## src/rtl/user_jtag_pkg.sv

```systemverilog
// Shared types and helpers for the user JTAG read register: FSM encoding and
// counter sizing.
package user_jtag_pkg;

    typedef enum logic [1:0] {
        ST_IDLE     = 2'd0,
        ST_CAPT     = 2'd1,
        ST_SHIFTING = 2'd2,
        ST_FULL     = 2'd3
    } rd_state_t;

    function automatic int clog2(input int value);
        int r;
        r = 0;
        for (int v = value - 1; v > 0; v = v >> 1) begin
            r = r + 1;
        end
        return r;
    endfunction

    // The counter must be able to hold the value 'width' itself (saturation point).
    function automatic int cnt_width(input int w);
        return clog2(w + 1);
    endfunction

endpackage

```

## src/rtl/user_rd_reg.sv

```systemverilog
// User JTAG data register that lets the debugger read a word posted by the
// fabric, with read acknowledge and sticky overrun detection.
module user_rd_reg
    import user_jtag_pkg::*;
#(
    parameter int               width     = 16,
    parameter logic [width-1:0] def_value = '0
) (
    input  logic             TCK,
    input  logic             RST_B,
    input  logic             FSEL,
    input  logic             SEL,
    input  logic             DSY_CHAIN,
    input  logic             TDI,
    input  logic             DSY_IN,
    input  logic             CAPTURE,
    input  logic             SHIFT,
    input  logic             UPDATE,
    input  logic [width-1:0] PI,
    input  logic             PI_STB,
    output logic             TDO,
    output logic             DSY_OUT,
    output logic             RD_ACK,
    output logic             OVERRUN
);

    localparam int             CNT_W    = cnt_width(width);
    localparam logic [CNT_W-1:0] CNT_FULL = CNT_W'(width);

    rd_state_t        state_reg, state_next;
    logic [width-1:0] sr_reg, sr_next;
    logic [width-1:0] hold_reg, hold_next;
    logic [CNT_W-1:0] cnt_reg, cnt_next;
    logic             fresh_reg, fresh_next;
    logic             overrun_reg, overrun_next;
    logic             rd_ack_reg, rd_ack_next;

    logic             en;
    logic             din;
    logic             do_cap;
    logic             do_shift;
    logic             do_update;
    logic             read_done;
    logic [CNT_W-1:0] cnt_inc;

    always_ff @(posedge TCK or negedge RST_B) begin
        if (!RST_B) begin
            state_reg   <= ST_IDLE;
            sr_reg      <= def_value;
            hold_reg    <= def_value;
            cnt_reg     <= '0;
            fresh_reg   <= 1'b0;
            overrun_reg <= 1'b0;
            rd_ack_reg  <= 1'b0;
        end else begin
            state_reg   <= state_next;
            sr_reg      <= sr_next;
            hold_reg    <= hold_next;
            cnt_reg     <= cnt_next;
            fresh_reg   <= fresh_next;
            overrun_reg <= overrun_next;
            rd_ack_reg  <= rd_ack_next;
        end
    end

    always_comb begin
        state_next   = state_reg;
        sr_next      = sr_reg;
        hold_next    = hold_reg;
        cnt_next     = cnt_reg;
        fresh_next   = fresh_reg;
        overrun_next = overrun_reg;
        rd_ack_next  = 1'b0;

        en  = SEL & (FSEL | DSY_CHAIN);
        din = DSY_CHAIN ? DSY_IN : TDI;

        // TAP states are mutually exclusive; if not, CAPTURE > SHIFT > UPDATE.
        do_cap    = en & CAPTURE;
        do_shift  = en & SHIFT & ~CAPTURE;
        do_update = en & UPDATE & ~CAPTURE & ~SHIFT;
        read_done = do_update & (state_reg == ST_FULL);
        cnt_inc   = (cnt_reg == CNT_FULL) ? cnt_reg : cnt_reg + CNT_W'(1);

        if (!SEL) begin
            state_next = ST_IDLE;
        end else if (do_cap) begin
            sr_next    = hold_reg;
            cnt_next   = '0;
            state_next = ST_CAPT;
        end else if (do_shift) begin
            sr_next  = {din, sr_reg[width-1:1]};
            cnt_next = cnt_inc;
            if (state_reg == ST_CAPT || state_reg == ST_SHIFTING) begin
                state_next = (cnt_inc == CNT_FULL) ? ST_FULL : ST_SHIFTING;
            end
        end else if (do_update) begin
            state_next = ST_IDLE;
        end

        rd_ack_next = read_done;

        // A strobe coinciding with the consuming UPDATE refills the slot cleanly.
        if (PI_STB) begin
            hold_next  = PI;
            fresh_next = 1'b1;
            if (fresh_reg && !read_done) begin
                overrun_next = 1'b1;
            end
        end else if (read_done) begin
            fresh_next = 1'b0;
        end
    end

    assign TDO     = FSEL & sr_reg[0];
    assign DSY_OUT = DSY_CHAIN & sr_reg[0];
    assign RD_ACK  = rd_ack_reg;
    assign OVERRUN = overrun_reg;

endmodule

```

## config.mk

```make
export PLATFORM = sky130hd
export DESIGN_NAME = user_rd_reg
export DESIGN_NICKNAME = d
export VERILOG_FILES = /design/src/rtl/user_jtag_pkg.sv /design/src/rtl/user_rd_reg.sv
export SDC_FILE = /design/constraint.sdc
export NUM_CORES = 1
export LEC_CHECK = 0
export CORE_MARGIN = 2
export CORE_UTILIZATION = 44
export DETAILED_ROUTE_END_ITERATION = 10
export DONT_BUFFER_PORTS = 1
export GPL_TIMING_DRIVEN = 0
export PLACE_DENSITY = 0.65
export SLEW_MARGIN = 20
export SYNTH_ARGS = -nofsm -noshare
export SYNTH_HDL_FRONTEND = slang
export SYNTH_SLANG_ARGS = --single-unit
```

## constraint.sdc

```tcl
create_clock -name TCK -period 4.83 [get_ports TCK]
set_input_delay 1.2075 -clock TCK [delete_from_list [all_inputs] [get_ports TCK]]
set_output_delay 1.2075 -clock TCK [all_outputs]
set_load 0.01 [all_outputs]
```

==> flow_metrics.env <==
export IMPL_r2r_end="state_reg[0]$_DFFE_PN0P_"
export IMPL_status="finished clean"
export IMPL_grt_overflow=0
export IMPL_synth_seq_cells=42
export IMPL_fmax_mhz=390
export IMPL_cp_cell_sequence="and2_1"
export IMPL_cts_inserted_buffers=5
export IMPL_io_pins=31
export IMPL_die_w_um=72.6
export IMPL_cp_num_buf_inv=0
export IMPL_design_core_area_mm2=0.00444
export IMPL_routed_wl_um=4410
export IMPL_diodes=0
export IMPL_insertion_delay_ns=0.29
export IMPL_antenna_left=0
export IMPL_wl_per_cell_um=17.3
export IMPL_cts_hold_buffers=0
export IMPL_cts_root_buf="clkbuf_8"
export IMPL_min_path_type="register to register"
export IMPL_cp_arrival_ns=1.36
export IMPL_syn_to_final_growth_pct=7.73
export IMPL_max_slew_margin=0.673
export IMPL_start_kind="primary input"
export IMPL_grt_setup_unrepaired="no"
export IMPL_die_area_mm2=0.00527
export IMPL_synth_distinct_cells=37
export IMPL_antenna_found_initial=0
export IMPL_post_cts_resized=0
export IMPL_io_buffers=0
export IMPL_cts_sink_count=42
export IMPL_finalSetupViolations=0
export IMPL_fill_cells=438
export IMPL_min_period_over_period=0.531
export IMPL_gp_congestion=0.797
export IMPL_placementRows=24
export IMPL_required_ns=3.62
export IMPL_timing_reg2reg_setup_slack_ns=3.05
export IMPL_grt_max_degree=43
export IMPL_p_per_area_mw_per_mm2=359
export IMPL_vias_per_cell=6.20
export IMPL_power_uw=801
export IMPL_clock_path_buffers=2
export IMPL_layout_drive_gt1_share=0.158
export IMPL_grt_total_usage=0.183
export IMPL_first_pass_iters=4
export IMPL_yosys_warnings=0
export IMPL_end_kind="primary output"
export IMPL_drt_iter0_markers=104
export IMPL_netlist_instances=194
export IMPL_critical_path_top_delay_family="simple AND/OR/NAND/NOR gates"
export IMPL_ys_seq_area_frac=0.508
export IMPL_grt_pass1_vias=1642
export IMPL_worstMarginPinSlew_ns=0.490
export IMPL_multiInputGateArea_um2=947
export IMPL_slowest_delay_ns=0.15
export IMPL_dieHeight_um=72.6
export IMPL_critPathMaxFanout=5
export IMPL_grt_pass1_wl_um=7580
export IMPL_synth_edff_count=0
export IMPL_worstRegToRegCells=6
export IMPL_initial_core_util=0.466
export IMPL_fin_crit_ns=2.57
export IMPL_cts_tree="yes"
export IMPL_nets=231
export IMPL_cap_violations=0
export IMPL_async_flop_share=1.00
export IMPL_hold_slack_ns=0.491
export IMPL_r2r_start="cnt_reg[1]$_DFFE_PN0P_"
export IMPL_post_cts_buffers=0
export IMPL_ys_flop_type="dfrtp_1"
export IMPL_worstSetupPathType="primary input to primary output"
export IMPL_report_final_hold_viol_count=0
export IMPL_drc=0
export IMPL_maxSlewViolCount=0
export IMPL_clk_pin_slew_ns=0.08
export IMPL_critPathSlowestCell="and2_1"
export IMPL_htreeDepth=2
export IMPL_synthesis_nets=224
export IMPL_fin_tns_setup_ns=0
export IMPL_dpl_hpwl_um=3070
export IMPL_peakVddDrop_mv=0.226
export IMPL_netlist_area_mm2=0.00207
export IMPL_syn_area_per_cell_um2=10.7
export IMPL_hp_start="fresh_reg$_DFFE_PN0P_"
export IMPL_skew_ns=0.00407
export IMPL_p_leak_uw=0.000938
export IMPL_holdPathEnd="fresh_reg$_DFFE_PN0P_"
export IMPL_min_path_cells=1
export IMPL_vias=1574
export IMPL_regArea_mm2=0.00105
how the worst max path moves through the flow:
| stage | from | to | slack, ns | cells past startpoint |
|---|---|---|---|---|
| 6_report | DSY_CHAIN | DSY_OUT | 2.26 | 1 |
| 5_1_grt | FSEL | TDO | 2.25 | 1 |
| 4_1_cts | DSY_CHAIN | DSY_OUT | 2.26 | 1 |
| 3_5_place_dp | DSY_CHAIN | DSY_OUT | 2.26 | 1 |
| 3_3_place_gp | FSEL | TDO | 2.26 | 1 |
| 2_1_floorplan | DSY_CHAIN | DSY_OUT | 2.27 | 1 |
through the flow:
step,std cells,area (um2),util,setup slack (ns)
after floorplan,194,2070,-,2.27
after global placement,246,2140,0.481,2.26
after detailed placement,246,2140,0.481,2.26
after CTS,254,2230,0.502,2.26
after global routing,254,2230,0.502,2.25
final,254,2230,0.502,2.26
cell usage after synthesis (4+ instances only):
master | instances | area, um2
buf_2 | 4 | 20.0
o31ai_1 | 4 | 30.0
a21oi_1 | 22 | 110
o21ai_0 | 6 | 30.0
and3_1 | 15 | 93.8
clkbuf_1 | 10 | 37.5
dfrtp_1 | 42 | 1050
o21ai_1 | 17 | 85.1
a22oi_1 | 16 | 120
mux2_2 | 16 | 180
cell type report:
| class | instances | area share |
|---|---|---|
| clock inverter | 2 | 0.00561 |
| clock buffer | 6 | 0.0370 |
| buffer | 14 | 0.0258 |
| tap | 52 | 0.0292 |
| multi-input combinational | 134 | 0.425 |
| sequential | 42 | 0.471 |
| inverter | 4 | 0.00673 |
worst reg2reg max path: stages, from the launching register on:
cell and delay [ns]:
dfrtp_1 0.41, inv_1 0.11, ha_1 0.21, nand4bb_4 0.17, or3_1 0.36, a221oi_2 0.29, o21a_1 0.16
layer usage:
layer	vias up	part of all wire	GRT usage
li1	741	-	-
met1	787	0.48	0.258
met2	41	0.47	0.277
met3	5	0.046	0.0456
met4	0	0.0079	0.0597
met5	-	0	0
power by group:
part	switching, uW	total (uW)	internal, uW
registers	36.5	437	401
logic	64.6	127	62.7
clock network	122	237	115
total	223	801	578
cells in the final DEF, fill, tap and decap left out, types with 4 or more instances in the layout:
cell type / Yosys / layout
o21ai_1: 17 / 17
mux2_2: 16 / 16
a21oi_1: 22 / 22
buf_2: 4 / 4
dfrtp_1: 42 / 42
and3_1: 15 / 15
a22oi_1: 16 / 16
o31ai_1: 4 / 4
o21ai_0: 6 / 6
clkbuf_8: 0 / 6
clkbuf_1: 10 / 10
kinds of logic after synthesis:
logic type,synth area share
AOI/OAI and AO/OA,0.219
muxes,0.0918
and+or+nand+nor,0.120
buffers and inverters,0.0350
xor gates and xnor gates,0.00846
DFF,0.508
adders and majority gates,0.0181
(Power assumes the default switching activity.)
